--- src/rtl/phase_seq_pkg.sv ---
// Shared types and helpers for the multi-phase signal sequencer.
// Pure declarations: no state, no latency.
// Not applicable to backpressure: lamps are decoded every cycle.
package phase_seq_pkg;

    // Controller states; exactly one phase may be non-red and only in GREEN/YELLOW
    typedef enum logic [1:0] {
        ST_ALL_RED = 2'd0,
        ST_GREEN   = 2'd1,
        ST_YELLOW  = 2'd2
    } state_e;

    // Width of a phase index; a two-phase controller still needs one bit
    function automatic int pw_f(input int n);
        return (n <= 2) ? 1 : $clog2(n);
    endfunction

    // Lamp triple {red, yellow, green} for one phase given controller state and selection
    function automatic logic [2:0] lamp_code(input state_e st, input logic sel);
        if (sel && (st == ST_GREEN)) begin
            return 3'b001;
        end else if (sel && (st == ST_YELLOW)) begin
            return 3'b010;
        end
        return 3'b100;
    endfunction

endpackage

--- src/rtl/phase_seq_ctrl_rr_pick.sv ---
// Round-robin picker: first pending phase after last_idx, wrapping, last_idx itself last.
// Latency: purely combinational.
// No backpressure: grant is advisory, the caller decides whether to take it.
module rr_pick #(
    parameter int N  = 4,
    parameter int PW = 2
) (
    input  logic [N-1:0]  pending_i,
    input  logic [PW-1:0] last_idx_i,
    output logic [N-1:0]  grant_onehot_o,
    output logic [PW-1:0] grant_idx_o,
    output logic          any_o
);

    logic found;
    int   cand;

    // Walk the ring starting one past the last served phase; first hit wins
    always_comb begin
        grant_onehot_o = '0;
        grant_idx_o    = '0;
        found          = 1'b0;
        cand           = 0;
        for (int k = 1; k <= N; k++) begin
            cand = int'(last_idx_i) + k;
            if (cand >= N) begin
                cand = cand - N;
            end
            if (!found && pending_i[cand[PW-1:0]]) begin
                found                          = 1'b1;
                grant_idx_o                    = cand[PW-1:0];
                grant_onehot_o[cand[PW-1:0]]   = 1'b1;
            end
        end
    end

    assign any_o = |pending_i;

endmodule

--- src/rtl/phase_seq_ctrl.sv ---
// Demand-driven multi-phase sequencer with min/max green, yellow and all-red clearance.
// Latency: all outputs registered; a decision taken in cycle n is visible in cycle n+1.
// No backpressure: en=0 freezes timing, force_red overrides everything but reset.
module phase_seq_ctrl
    import phase_seq_pkg::*;
#(
    parameter int NUM_PHASES = 4,
    parameter int CNT_W      = 8,
    parameter int GREEN_MIN  = 8,
    parameter int GREEN_MAX  = 32,
    parameter int YELLOW_T   = 4,
    parameter int ALLRED_T   = 2,
    localparam int PW        = pw_f(NUM_PHASES)
) (
    input  logic                  blif_clk_net,
    input  logic                  blif_reset_net,
    input  logic                  en,
    input  logic [NUM_PHASES-1:0] req,
    input  logic                  force_red,
    output logic [NUM_PHASES-1:0] red,
    output logic [NUM_PHASES-1:0] yellow,
    output logic [NUM_PHASES-1:0] green,
    output logic [PW-1:0]         phase_idx,
    output logic                  phase_start,
    output logic [CNT_W-1:0]      tcnt
);

    // Thresholds expressed as "last tick of the interval" since tcnt starts at 0 on entry
    localparam logic [CNT_W-1:0] ALLRED_LAST = CNT_W'(ALLRED_T - 1);
    localparam logic [CNT_W-1:0] GMIN_LAST   = CNT_W'(GREEN_MIN - 1);
    localparam logic [CNT_W-1:0] GMAX_LAST   = CNT_W'(GREEN_MAX - 1);
    localparam logic [CNT_W-1:0] YEL_LAST    = CNT_W'(YELLOW_T - 1);
    localparam logic [NUM_PHASES-1:0] ONE    = {{(NUM_PHASES-1){1'b0}}, 1'b1};

    state_e                  state_q, state_d;
    logic [CNT_W-1:0]        tcnt_q, tcnt_d;
    logic [NUM_PHASES-1:0]   pending_q, pending_d;
    logic [PW-1:0]           phase_idx_q, phase_idx_d;
    logic                    phase_start_q, phase_start_d;
    logic [NUM_PHASES-1:0]   red_q, red_d;
    logic [NUM_PHASES-1:0]   yellow_q, yellow_d;
    logic [NUM_PHASES-1:0]   green_q, green_d;

    logic [NUM_PHASES-1:0]   cur_oh;
    logic [NUM_PHASES-1:0]   green_mask;
    logic [NUM_PHASES-1:0]   pick_oh;
    logic [PW-1:0]           pick_idx;
    logic                    pick_any;
    logic                    grant_take;
    logic                    other;
    logic                    gap_out;
    logic                    max_out;

    rr_pick #(
        .N  (NUM_PHASES),
        .PW (PW)
    ) u_pick (
        .pending_i      (pending_q),
        .last_idx_i     (phase_idx_q),
        .grant_onehot_o (pick_oh),
        .grant_idx_o    (pick_idx),
        .any_o          (pick_any)
    );

    assign cur_oh     = ONE << phase_idx_q;
    assign green_mask = (state_q == ST_GREEN) ? cur_oh : '0;
    assign other      = |(pending_q & ~cur_oh);
    assign gap_out    = (tcnt_q >= GMIN_LAST) && !(|(req & cur_oh));
    assign max_out    = (tcnt_q >= GMAX_LAST);

    // Next-state, demand latch and lamp decode of the upcoming state
    always_comb begin
        state_d       = state_q;
        tcnt_d        = tcnt_q;
        phase_idx_d   = phase_idx_q;
        phase_start_d = 1'b0;
        grant_take    = 1'b0;
        red_d         = '1;
        yellow_d      = '0;
        green_d       = '0;

        if (en && (tcnt_q != '1)) begin
            tcnt_d = tcnt_q + 1'b1;
        end

        if (force_red) begin
            state_d = ST_ALL_RED;
            tcnt_d  = '0;
        end else begin
            case (state_q)
                ST_ALL_RED: begin
                    if (en && (tcnt_q >= ALLRED_LAST) && pick_any) begin
                        state_d       = ST_GREEN;
                        tcnt_d        = '0;
                        phase_idx_d   = pick_idx;
                        phase_start_d = 1'b1;
                        grant_take    = 1'b1;
                    end
                end
                ST_GREEN: begin
                    if (en && other && (gap_out || max_out)) begin
                        state_d = ST_YELLOW;
                        tcnt_d  = '0;
                    end
                end
                ST_YELLOW: begin
                    if (en && (tcnt_q == YEL_LAST)) begin
                        state_d = ST_ALL_RED;
                        tcnt_d  = '0;
                    end
                end
                default: begin
                    state_d = ST_ALL_RED;
                    tcnt_d  = '0;
                end
            endcase
        end

        // The served phase's own demand is not latched while it is green
        pending_d = (pending_q | (req & ~green_mask)) & ~(grant_take ? pick_oh : '0);

        for (int i = 0; i < NUM_PHASES; i++) begin
            {red_d[i], yellow_d[i], green_d[i]} = lamp_code(state_d, phase_idx_d == PW'(i));
        end
    end

    // Controller registers; reset dominates every input
    always_ff @(posedge blif_clk_net) begin
        if (blif_reset_net) begin
            state_q       <= ST_ALL_RED;
            tcnt_q        <= '0;
            pending_q     <= '0;
            phase_idx_q   <= PW'(NUM_PHASES - 1);
            phase_start_q <= 1'b0;
            red_q         <= '1;
            yellow_q      <= '0;
            green_q       <= '0;
        end else begin
            state_q       <= state_d;
            tcnt_q        <= tcnt_d;
            pending_q     <= pending_d;
            phase_idx_q   <= phase_idx_d;
            phase_start_q <= phase_start_d;
            red_q         <= red_d;
            yellow_q      <= yellow_d;
            green_q       <= green_d;
        end
    end

    assign red         = red_q;
    assign yellow      = yellow_q;
    assign green       = green_q;
    assign phase_idx   = phase_idx_q;
    assign phase_start = phase_start_q;
    assign tcnt        = tcnt_q;

endmodule

--- config.mk ---
export PLATFORM = sky130hd
export DESIGN_NAME = phase_seq_ctrl
export DESIGN_NICKNAME = d
export VERILOG_FILES = /design/src/rtl/phase_seq_pkg.sv /design/src/rtl/phase_seq_ctrl_rr_pick.sv /design/src/rtl/phase_seq_ctrl.sv
export SDC_FILE = /design/constraint.sdc
export NUM_CORES = 1
export LEC_CHECK = 0
export ABC_AREA = 0
export CELL_PAD_IN_SITES_DETAIL_PLACEMENT = 1
export CELL_PAD_IN_SITES_GLOBAL_PLACEMENT = 2
export CORE_MARGIN = 5
export CORE_UTILIZATION = 30
export DETAILED_ROUTE_END_ITERATION = 6
export DONT_BUFFER_PORTS = 1
export GPL_TIMING_DRIVEN = 0
export PLACE_DENSITY = 0.66
export SLEW_MARGIN = 20
export SYNTH_ARGS = -nofsm -noshare
export SYNTH_HDL_FRONTEND = slang
export SYNTH_SLANG_ARGS = --single-unit
--- constraint.sdc ---
create_clock -name blif_clk_net -period 3.9 [get_ports blif_clk_net]
set_input_delay 0.39 -clock blif_clk_net [delete_from_list [all_inputs] [get_ports blif_clk_net]]
set_output_delay 0.39 -clock blif_clk_net [all_outputs]
set_load 0.01 [all_outputs]
==> results.ini <==
[sta]
final_hold_viol_count=0
worst_pin_slew_ns=0.783
finalSetupViolCount=0
rsz0062_at_grt=false
slew-limit-headroom_pct=47.3
setup_ws_ns=0.396
setup_tns_ns=0
min_period_ns=3.50
drv_slew=0
max_freq_mhz=285
fin_crit_sh_pct=89.9
skew_ns=0.00596

[placed_design]
dp.cells=281
gp_congestion=0.850
pre_cts_ws_ns=0.413
io_buffer_count=0
dpl.hpwl_mm=4.09
place_area_um2=1910

[yosys]
syn_avg_cell_area_um2=8.80
yosys_warnings=0
synth.area.top_cells=dfxtp_1 32%, ha_1 5.5%, mux4_2 3.7%
ys_seq_area_share_pct=32.0
synth-simple-area-share_pct=22.5
synthAdderAreaFrac_pct=5.52
async_flop_share_pct=0
synthMuxAreaShare_pct=5.45
syn_inst=206
synth_compound_area_share_pct=24.8
netlist.area_leader.share_pct=32.0
synth_fp_nets=222
synth-edff-count=0
synth_top_family_by_area=compound AO/OA/AOI/OAI gates
synth_top_area_cell=dfxtp_1
ys_types=55
ys_seq_elements=29
synthFlopType=dfxtp_1
netlist_area_um2=1810
yosys.area_share.xor_xnor_pct=2.90

[critical_path]
regToRegSetupSlack_ns=0.40
arrival_ns=3.67
worstSetupStartpointType=register
crit_path_start=phase_idx[0]
crit_slowest_cell=mux4_2
crit_required_ns=4.07
reg2reg_from=phase_idx[0]
worstPathCellList=buf_6 -> buf_2 -> inv_1 -> ha_1 -> mux4_2 -> nor2b_1 -> buf_6 -> nand2_1 -> or4_1 -> a311o_1
ff2ff_path_depth=10
max_stage_delay_ns=0.62
cpMostUsedCell=buf_6
crit_type=register to register
endpoint_kind=register
critPathMaxFanout=10
r2r-end=red[0]

[cells_and_area]
n_antenna_cell=0
final_area_um2=1990
drive_gt1_share_pct=15.4
nets=229
syn2layout_area_growth_pct=9.94
fin_cells=289

[global_route]
grt_usage_pct=15.0
grt_overflow=0
grt_pass1_wl_mm=8.97
grt_pass1_vias=1757
antenna_found_initial=0
grt_max_degree=11

[power]
p_per_area_nw_per_um2=334
leakage_nw=0.683
peakVddDrop_v=0.000138
power_uw=667

[floorplan]
coreArea_um2=5890
die_h_um=87.7
start_util_pct=30.8
num_io_pins=31
rows=28
die-area_um2=7700
chipWidth_um=87.7

[routing]
wl_mm=5.54
route.detailed.drc=0
drt_iter0_drc=156
wire_per_inst_um=19.2
dr.pass1.iters=4
via_count=1694
viasPerCell=5.86
ant_nets=0

[min_path]
min_from=blif_reset_net
hold_end=phase_idx[0]
hold_path.class=input port to register
hold_depth=2

[clock_network]
htreeDepth=2
cts_resized=0
clk_path_buf_depth=2
clock_tree.root_cell=clkbuf_8
postCtsHoldBufs=0
cts_tree=yes
postCtsSetupBuffers=0
cts_buffers=5
clock_sinks=29
clock_latency_ns=0.28
path_clk_slew_ns=0.07

[status]
status=finished clean

[run]
max_cap_viol_count=0

==> cell families (layout without fill, tap and decap cells) <==
group                      count (synthesis)  after routing
adders and majority gates                  8              8
buffers and inverters                     25             33
muxes                                      6              6
AOI/OAI and AO/OA                         61             61
xor gates and xnor gates                   6              6
and+or+nand+nor                           71             71
DFF                                       29             29
==> power by group <==
part | internal [mW] | switching, mW | leakage [nW]
clock network | 0.123 | 0.123 | 0.0439
logic | 0.0436 | 0.0664 | 0.403
registers | 0.302 | 0.00831 | 0.235
==> cells in the final DEF (no fill, tap or decap), types with 3 or more instances in the layout <==
cell / synthesis / routed
nor4_1: 3 / 3
nor2_1: 13 / 13
dfxtp_1: 29 / 29
nand4_1: 3 / 3
o31ai_1: 4 / 4
inv_1: 11 / 11
nand2_1: 8 / 8
ha_1: 8 / 8
buf_2: 9 / 9
nand3_1: 5 / 5
mux4_2: 3 / 3
nor3_1: 11 / 11
a222oi_1: 4 / 4
a31oi_1: 6 / 6
a22oi_1: 3 / 3
a311o_1: 3 / 3
xnor2_1: 6 / 6
clkbuf_8: 0 / 5
or4_1: 5 / 5
a21oi_1: 11 / 11
nor2b_1: 6 / 6
o21ai_0: 6 / 6
o211ai_1: 5 / 5
==> how the worst max path moves through the flow <==
stage	end	slack, ns	depth (start not counted)
after global placement	red[0]	0.51	10
after floorplan	red[0]	0.82	10
final	red[0]	0.40	10
after CTS	red[0]	0.40	10
after detailed placement	red[0]	0.41	10
after global routing	red[0]	0.19	10
==> flip-flops by register name, indices dropped and copies added, names as in the netlist <==
register / count
green: 4
pending_q: 4
phase_idx: 2
phase_start: 1
red: 4
state_q: 2
tcnt: 8
yellow: 4
==> per-layer routing <==
layer,vias up,wire length [um],global-route usage [%]
met5,-,0,0
met4,0,45,3.49
met3,4,281,4.23
met2,32,2920,27.1
met1,855,2300,17.4
li1,803,-,-
==> layout make-up <==
class	instances	area (um2)
Multi-Input combinational cell	152	1110
Fill cell	708	3890
Tap cell	75	93.8
Inverter	11	41.3
Sequential cell	29	581
Buffer	14	82.6
Clock buffer	5	68.8
Clock inverter	3	17.5
==> metrics by stage <==
step | hold WS (ns) | utilization, %
2_1_floorplan | 0.506 | -
3_3_place_gp | 0.528 | 32.4
3_5_place_dp | 0.531 | 32.4
4_1_cts | 0.247 | 33.9
5_1_grt | 0.262 | 33.9
6_report | 0.242 | 33.9
==> Yosys cell counts, types with 4 or more instances <==
cell type / count
nor3_1: 11
a21oi_1: 11
a222oi_1: 4
ha_1: 8
o21ai_0: 6
o31ai_1: 4
inv_1: 11
xnor2_1: 6
nor2b_1: 6
nand3_1: 5
nor2_1: 13
or4_1: 5
dfxtp_1: 29
buf_2: 9
o211ai_1: 5
nand2_1: 8
a31oi_1: 6
==> critical path: cells and delay by family (launching register included) <==
family          cells  cell delay (ns)
fa+ha+maj           1             0.46
mux                 1             0.62
simple gates        3             0.72
buf+inv             4             0.71
compound gates      1             0.34
flops               1             0.53
Note: power is estimated with default switching activity, not from simulation.
